`src/rtl/uart_pkg.sv`:
```
// Shared UART definitions: word-length encoding, receiver FSM states and
// the default oversampling rate.
package uart_pkg;

  // LCR word-length select encodings
  localparam logic [1:0] WLS_5 = 2'b00;
  localparam logic [1:0] WLS_6 = 2'b01;
  localparam logic [1:0] WLS_7 = 2'b10;
  localparam logic [1:0] WLS_8 = 2'b11;

  // baud_pulse ticks per bit period
  localparam int OS_RATE_DEF = 16;

  typedef enum logic [2:0] {
    IDLE      = 3'd0,
    START     = 3'd1,
    DATA      = 3'd2,
    PARITY    = 3'd3,
    STOP      = 3'd4,
    WAIT_HIGH = 3'd5
  } rx_state_t;

  // Number of data bits selected by the word-length field
  function automatic logic [3:0] wls_bits(input logic [1:0] wls);
    logic [3:0] n;
    case (wls)
      WLS_5:   n = 4'd5;
      WLS_6:   n = 4'd6;
      WLS_7:   n = 4'd7;
      WLS_8:   n = 4'd8;
      default: n = 4'd8;
    endcase
    return n;
  endfunction

endpackage

```
`src/rtl/uart_rx_sampler.sv`:
```
// RX line front end: metastability synchroniser, oversampling tick counter
// and mid-bit sampling. Build option RX_MAJORITY_VOTE_EN selects a 2-of-3
// majority over the three ticks ending at the mid-bit point; otherwise a
// single sample is taken at the mid-bit tick. Both give the same bit_valid
// timing.
module uart_rx_sampler
  import uart_pkg::*;
#(
  parameter int OS_RATE     = OS_RATE_DEF,  // even, >= 8
  parameter int SYNC_STAGES = 2             // >= 2
) (
  input  logic clk,
  input  logic rst,         // asynchronous, active low
  input  logic baud_pulse,
  input  logic rx,
  input  logic tick_clr,    // hold tick counter at 0 (receiver idle)
  output logic rx_s,
  output logic bit_valid,
  output logic bit_val
);

  localparam int TW = $clog2(OS_RATE);
  localparam logic [TW-1:0] MID  = TW'(OS_RATE / 2 - 1);
  localparam logic [TW-1:0] LAST = TW'(OS_RATE - 1);

  logic [SYNC_STAGES-1:0] sync_q;
  logic [TW-1:0]          tick_cnt;

  // Synchroniser; presets to idle-high so reset never looks like a start bit
  always_ff @(posedge clk or negedge rst) begin
    if (!rst) sync_q <= '1;
    else      sync_q <= {sync_q[SYNC_STAGES-2:0], rx};
  end

  assign rx_s = sync_q[SYNC_STAGES-1];

  // Tick counter wraps every bit period, so once aligned at the start bit
  // every later mid-bit point is exactly one bit period after the previous
  always_ff @(posedge clk or negedge rst) begin
    if (!rst)            tick_cnt <= '0;
    else if (tick_clr)   tick_cnt <= '0;
    else if (baud_pulse) tick_cnt <= (tick_cnt == LAST) ? '0 : tick_cnt + 1'b1;
  end

  assign bit_valid = baud_pulse && !tick_clr && (tick_cnt == MID);

`ifdef RX_MAJORITY_VOTE_EN
  logic [1:0] hist_q;

  // Last two tick samples; with the current one they form the vote window
  always_ff @(posedge clk or negedge rst) begin
    if (!rst)            hist_q <= 2'b11;
    else if (baud_pulse) hist_q <= {hist_q[0], rx_s};
  end

  assign bit_val = (hist_q[1] & hist_q[0]) | (hist_q[1] & rx_s) | (hist_q[0] & rx_s);
`else
  assign bit_val = rx_s;
`endif

endmodule

```
`src/rtl/uart_rx_top.sv`:
```
// 16550-style serial receiver. Frames 5-8 data bits with optional parity,
// checks the first stop bit and delivers each character with pe/fe/bi flags
// on a one-clock push strobe. Build option RX_MAJORITY_VOTE_EN (see
// uart_rx_sampler) enables 2-of-3 majority bit sampling.
//
// Handshake: push is a single-cycle strobe with no ready; the consumer must
// accept dout/pe/fe/bi on the cycle push is high. The values then hold until
// the next push.
module uart_rx_top
  import uart_pkg::*;
#(
  parameter int OS_RATE     = OS_RATE_DEF,
  parameter int SYNC_STAGES = 2
) (
  input  logic       clk,
  input  logic       rst,           // asynchronous, active low
  input  logic       baud_pulse,
  input  logic       rx,
  input  logic       pen,
  input  logic       eps,
  input  logic       sticky_parity,
  input  logic [1:0] wls,
  output logic       push,
  output logic [7:0] dout,
  output logic       pe,
  output logic       fe,
  output logic       bi,
  output logic       rx_busy,
  output logic [2:0] state_dbg
);

  rx_state_t state, next_state;

  logic       rx_s, bit_valid, bit_val;
  logic       tick_clr, load_cfg, take_data, take_par, take_stop;

  // Frame configuration, frozen at the start edge
  logic       pen_r, eps_r, sticky_r;
  logic [2:0] last_idx_r;

  logic [2:0] bit_cnt;
  logic [7:0] data_r;
  logic       par_err_r;
  logic       zero_r;       // every sampled bit of this frame so far was 0
  logic       exp_par;

  uart_rx_sampler #(
    .OS_RATE     (OS_RATE),
    .SYNC_STAGES (SYNC_STAGES)
  ) u_sampler (
    .clk        (clk),
    .rst        (rst),
    .baud_pulse (baud_pulse),
    .rx         (rx),
    .tick_clr   (tick_clr),
    .rx_s       (rx_s),
    .bit_valid  (bit_valid),
    .bit_val    (bit_val)
  );

  // State register
  always_ff @(posedge clk or negedge rst) begin
    if (!rst) state <= IDLE;
    else      state <= next_state;
  end

  // Next-state and per-state control strobes
  always_comb begin
    next_state = state;
    tick_clr   = 1'b0;
    load_cfg   = 1'b0;
    take_data  = 1'b0;
    take_par   = 1'b0;
    take_stop  = 1'b0;
    case (state)
      IDLE: begin
        // Counter held at 0 here, so a tick on the start-detect clock is dropped
        tick_clr = 1'b1;
        if (!rx_s) begin
          next_state = START;
          load_cfg   = 1'b1;
        end
      end
      START: begin
        if (bit_valid) next_state = bit_val ? IDLE : DATA;
      end
      DATA: begin
        if (bit_valid) begin
          take_data = 1'b1;
          if (bit_cnt == last_idx_r) next_state = pen_r ? PARITY : STOP;
        end
      end
      PARITY: begin
        if (bit_valid) begin
          take_par   = 1'b1;
          next_state = STOP;
        end
      end
      STOP: begin
        if (bit_valid) begin
          take_stop  = 1'b1;
          // A low stop bit means break or line fault: wait for the line to recover
          next_state = bit_val ? IDLE : WAIT_HIGH;
        end
      end
      WAIT_HIGH: begin
        if (rx_s) next_state = IDLE;
      end
      default: next_state = IDLE;
    endcase
  end

  // Parity the transmitter should have sent for the bits received so far
  always_comb begin
    exp_par = 1'b0;
    if (sticky_r)   exp_par = ~eps_r;
    else if (eps_r) exp_par = ^data_r;
    else            exp_par = ~^data_r;
  end

  // Frame datapath and the registered character/flag outputs
  always_ff @(posedge clk or negedge rst) begin
    if (!rst) begin
      pen_r      <= 1'b0;
      eps_r      <= 1'b0;
      sticky_r   <= 1'b0;
      last_idx_r <= 3'd0;
      bit_cnt    <= 3'd0;
      data_r     <= 8'h00;
      par_err_r  <= 1'b0;
      zero_r     <= 1'b0;
      push       <= 1'b0;
      dout       <= 8'h00;
      pe         <= 1'b0;
      fe         <= 1'b0;
      bi         <= 1'b0;
    end else begin
      push <= take_stop;
      if (load_cfg) begin
        pen_r      <= pen;
        eps_r      <= eps;
        sticky_r   <= sticky_parity;
        last_idx_r <= 3'(wls_bits(wls) - 4'd1);
        bit_cnt    <= 3'd0;
        data_r     <= 8'h00;
        par_err_r  <= 1'b0;
        zero_r     <= 1'b1;
      end
      if (take_data) begin
        data_r[bit_cnt] <= bit_val;
        bit_cnt         <= bit_cnt + 3'd1;
        zero_r          <= zero_r & ~bit_val;
      end
      if (take_par) begin
        par_err_r <= (bit_val != exp_par);
        zero_r    <= zero_r & ~bit_val;
      end
      if (take_stop) begin
        dout <= data_r;
        pe   <= par_err_r;
        fe   <= ~bit_val;
        bi   <= zero_r & ~bit_val;
      end
    end
  end

  assign rx_busy   = (state != IDLE);
  assign state_dbg = state;

endmodule

```
`config.mk`:
```
export PLATFORM = sky130hd
export DESIGN_NAME = uart_rx_top
export DESIGN_NICKNAME = d
export VERILOG_FILES = /design/src/rtl/uart_pkg.sv /design/src/rtl/uart_rx_sampler.sv /design/src/rtl/uart_rx_top.sv
export SDC_FILE = /design/constraint.sdc
export NUM_CORES = 1
export LEC_CHECK = 0
export ABC_CLOCK_PERIOD_IN_PS = 2050
export CAP_MARGIN = 10
export CORE_ASPECT_RATIO = 0.75
export CORE_UTILIZATION = 45
export DETAILED_ROUTE_END_ITERATION = 10
export PLACE_DENSITY_LB_ADDON = 0.25
export RECOVER_POWER = 100
export SLEW_MARGIN = 15
export SYNTH_ARGS = -nofsm -noshare
export SYNTH_HDL_FRONTEND = slang
export SYNTH_SLANG_ARGS = --single-unit
export TNS_END_PERCENT = 10
```
`constraint.sdc`:
```
create_clock -name clk -period 2.05 [get_ports clk]
set_clock_uncertainty 0.05 [all_clocks]
set_input_delay 0.3075 -clock clk [delete_from_list [all_inputs] [get_ports clk]]
set_output_delay 0.3075 -clock clk [all_outputs]
set_load 0.1 [all_outputs]
```
# After elaboration in Yosys (flattened, before gate mapping)
# Index checks and enable logic that the tools add are counted.
[word_totals]
romBits = 0
latchBits = 0
ff_bits = 40
inputBits = 9
mem_count = 0
ram_bits = 0
[classes]
add_sub_neg = 3
shift = 0
mux = 37
order_cmp = 2
mul = 0
div = 0
eq_ne = 19
bitwise_logic = 3
n_reduce_logical = 14
[op_table]
columns = ["cell", "count"]
rows = [
  ["two-way mux 3 bit", 12],
  ["one-hot mux 3 bit (6 select lines)", 1],
  ["two-way mux 8 bit", 2],
  ["two-way mux 1 bit", 15],
  ["two-way mux 4 bit", 3],
  ["!= test 2 bit (second input constant)", 6],
  ["one-hot mux 3 bit (4 select lines)", 1],
  ["bitwise mux 8 bit", 1],
  ["XNOR reduction 8 bit", 1],
  ["XOR reduction 8 bit", 1],
  ["AND reduction 7 bit", 1],
  ["equality test 3 x 2 -> 1 bit (second input constant)", 2],
  ["equality test 3 bit (second input constant)", 2],
  ["nonzero test 2 bit", 3],
  ["nonzero test 3 bit", 2],
  ["adder 4 x 1 -> 4 bit (second input constant)", 1],
  ["equality test 2 bit (second input constant)", 2],
  ["equality test 4 x 3 -> 1 bit (second input constant)", 1],
  ["equality test 4 bit (second input constant)", 1],
  ["< comparator 3 x 4 -> 1 bit (second input constant)", 1],
  ["adder 3 x 1 -> 3 bit (second input constant)", 1],
  ["demux 1 bit (select 3 bit)", 1],
  ["equality test 3 x 1 -> 1 bit (second input constant)", 1],
  ["equality test 3 bit", 1],
  ["12 further kinds", 15],
]

# Depth between registers and ports, before layout
[logic_depth]
word_depth = 9
depth_mapped = 7
mapped_depth_nobuf = 7

# Hierarchy
# From an unflattened synthesis, not the netlist that was laid out.
[hier_totals]
cells_unflattened = 212
area_unflattened_um2 = 2048.2
[by_module_without_submodules]
columns = ["mod", "cells_each", "instances", "seq_area_each_um2", "area_each_um2"]
rows = [
  ["uart_rx_top", 188, 1, 850.8, 1781.7],
  ["uart_rx_sampler", 24, 1, 152.6, 266.5],
]

# Worst setup path before layout
# Ideal clock, no wire load.
[synth_timing]
path_type = "reg-to-output"
from = "register state[0], in the netlist state_dbg[0]"
to = "output rx_busy"
required_time_ns = 1.692
stages_incl_launch_ff = 4
slack_ns = -0.433
t_arrival_ns = 2.126
cell_sequence = "dfrtp_1 > clkbuf_1 > nor3_1 > inv_1"
[synth_via]
elab_chain_len = 1
[synth_rtl]
columns = ["element", "line", "source"]
rows = [
  ["from (decl)", "uart_rx_top.sv:32", "rx_state_t state, next_state;"],
  ["from (signal assigned)", "uart_rx_top.sv:64", "else state <= next_state;"],
  ["nonzero test 3 bit", "uart_rx_top.sv:167", "assign rx_busy = (state != IDLE);"],
  ["to (decl)", "uart_rx_top.sv:28", "output logic rx_busy,"],
]
# No other way between the ends.

# Worst setup path after layout
[layout_timing]
from = "register state[2], in the netlist state_dbg[2]"
to = "output rx_busy"
# Same word-level chain as after synthesis.

==> results.md <==
* Hold wc startpoint: u_sampler.sync_q[0]
* Fin cells at 282
* R2R cell count at 7
* IO Pins at 25
* Critical R2R Launch: u_sampler.tick_cnt[0]
* PwrDens at 1050 mW/mm^2
* Post-synthesis sequential area ratio at 51.0%
* Fill cell count at 390
* First-pass GRT wire length at 6.10 mm
* Die extent in y at 59.3 um
* Post-CTS setup buffer count at 0
* WS Path Type: reg2out
* Synth Flop Type: dfrtp_1
* Critical Path End Type: output pin
* R2r setup slk at 0.22 ns
* Startpoint Class: flip-flop
* Top cells by area, synth: dfrtp_1, nand2_1, xnor2_1
* Pre-antenna DRT Iters at 5
* Final min period at 1.84 ns
* Post-Syn Nets at 209
* DP HPWL at 2.61 mm
* GRT overflow at 0
* Max Slew Vio Count at 0
* Final nets at 242
* Crit path DAT at 1.49 ns
* Pleak at 1.13 nW
* Multi-input combinational cell area at 898 um^2
* Max-cap violations at 0
* Total Wirelength at 3.53 mm
* Synth Instances at 194
* GR Util All Layers at 17.5%
* Yosys top cell area share at 48.3%
* Core Region at 0.00413 mm^2
* Die area at 0.00465 mm^2
* DR vias at 1407
* Slew @ Worst Pin at 0.663 ns
* Syn. warnings at 0
* Unrepaired setup endpoints after global routing: false
* WHS Path Cells at 0
* Post-DR wirelength/cell at 12.5 um
* Syn avg cell area at 10.1 um^2
* Vias in the first global route at 1329
* Num CTS Buffers at 5
* Starting Density at 47.7%
* Reg-to-reg endpoint: data_r[6]
* Worst slew margin at 55.8%
* Hold Path End: u_sampler.sync_q[1]
* EDFF count, synth at 0
* Worst-path fanout max at 14
* Longest Clk Path Bufs at 2
* Post-synth cell types at 29
* Synthesized flop and latch total at 40
* CTS tree: built
* Final Cycle Share at 89.9%
* Async set-reset flop share out of synthesis at 100%
* Via density at 4.99
* Cell Area, Synth at 0.00197 mm^2
* Most frequent cells in the layout: dfrtp_1, nand2_1, o21ai_0, clkbuf_2, nor2_1
* Root Driver: clkbuf_8
* Layout cell share with drive strength beyond 1 at 21.6%
* Final setup vio count at 0
* WHS at 0.308 ns
* Status: finished, final reports clean
* Post-route ant nets at 0
* Iteration-0 DRC Markers at 69
* Setup TNS at 0 ns
* Remaining DRCs at 0
* H-tree lvl count at 2
* Most common cell after layout, fill and taps aside: dfrtp_1
* Die Wd at 78.4 um
* Placed Instances at 274
* Pin count of the biggest net entering global routing at 20
* Area grow syn2layout at 18.7%
* Final Hold Viols at 0
* Global placer's final weighted congestion at 0.785
* Clock Latency Late Sink at 0.29 ns
* Min-delay worst type: reg2reg
* Critical path origin: state_dbg[2]
* Row cnt at 20
* Clock Pin Slew Worst Setup and Hold Paths at 0.07 ns
* Sink Count at 40
* Largest area contributor in the netlist: dfrtp_1
* Reg area at 0.00101 mm^2
* Antenna diodes at 0
* IO buf count at 24
* Peak VDD IR at 564 uV
* Initial antenna violation count at 0
* FMAX at 0.542 GHz
* Critical Path RT at 1.69 ns
## where the power goes
part           switching (mW)  total (mW)  internal, mW
Clock                   0.248       0.547         0.299
Sequential              0.165        1.06         0.898
Combinational           0.576       0.848         0.272
Total                   0.989        2.46          1.47
## synth_stat cells (2+ instances only)
cell	instances
a31oi_1	2
a21oi_1	8
nor2_1	15
o31ai_1	2
clkbuf_1	4
nand3_1	6
buf_2	4
nand3b_1	2
a21o_1	2
nand4_1	3
ha_1	6
mux2i_1	5
xor2_1	3
nor3b_2	2
nor3_1	5
nand2_1	34
mux2_2	8
o21ai_0	16
xnor2_1	12
dfstp_2	2
inv_1	8
dfrtp_1	38
## cells by family (layout without fill, tap and decap cells)
| group | Yosys count | in the layout | share of synthesized area, % |
|---|---|---|---|
| and+or+nand+nor | 72 | 72 | 18.9 |
| buffers and inverters | 16 | 49 | 3.31 |
| adders and majority gates | 6 | 6 | 3.81 |
| xor gates and xnor gates | 15 | 15 | 6.68 |
| AOI/OAI and AO/OA | 32 | 32 | 9.15 |
| DFF | 40 | 40 | 51.0 |
| muxes | 13 | 13 | 7.12 |
## state kept, by name, indices dropped and copies added (netlist names)
name	flops
sticky_r	1
pen_r	1
dout	8
zero_r	1
bit_cnt	3
par_err_r	1
push	1
u_sampler.tick_cnt	4
pe	1
bi	1
data_r	8
eps_r	1
last_idx_r	3
u_sampler.sync_q	2
state_dbg	3
fe	1
## worst max path at each step
stage          depth (start not counted)        end
2_1_floorplan                          3    rx_busy
3_3_place_gp                           6  data_r[1]
3_5_place_dp                           6  data_r[1]
4_1_cts                                6  data_r[1]
5_1_grt                                6  data_r[1]
6_report                               3    rx_busy
## area by class of cell
| class | count | share of cell area, % |
|---|---|---|
| flip-flops and latches | 40 | 43.1 |
| multi-input cells | 138 | 38.5 |
| well taps | 55 | 2.95 |
| clock buffers | 7 | 4.12 |
| inverters | 8 | 1.29 |
| repair buffers | 34 | 10.1 |
## layer usage
metal	up-vias	routed length, um	track usage [%]	share of wire, %
li1	727	-	-	-
met1	649	1840	24.0	52
met2	24	1510	26.7	43
met3	7	123	4.46	3.5
met4	0	60	7.67	1.7
met5	-	0	0	0
## worst max-delay path, cell delays in order (launching register included)
cell and delay [ns]:
dfrtp_1 0.58, nor3_1 0.37, inv_2 0.06, buf_6 0.19
## what timing repair did
action / 4_1_cts / 5_1_grt
resized for setup: 0 / 2
endpoints found under the setup margin: 0 / 2
hold buffers: 1 / 0
hold endpoints to repair: 9 / 0
## metrics by stage
stage	util [%]	power, mW	instance area [um^2]	worst slack, ns
final	56.6	2.46	2340	0.207
after global routing	56.6	2.61	2340	0.0421
after CTS	58.4	2.59	2410	0.136
after detailed placement	55.8	2.03	2310	0.00519
after global placement	55.8	2.01	2310	0.0847
after floorplan	-	1.70	1970	0.0437
(Power assumes the default switching activity.)
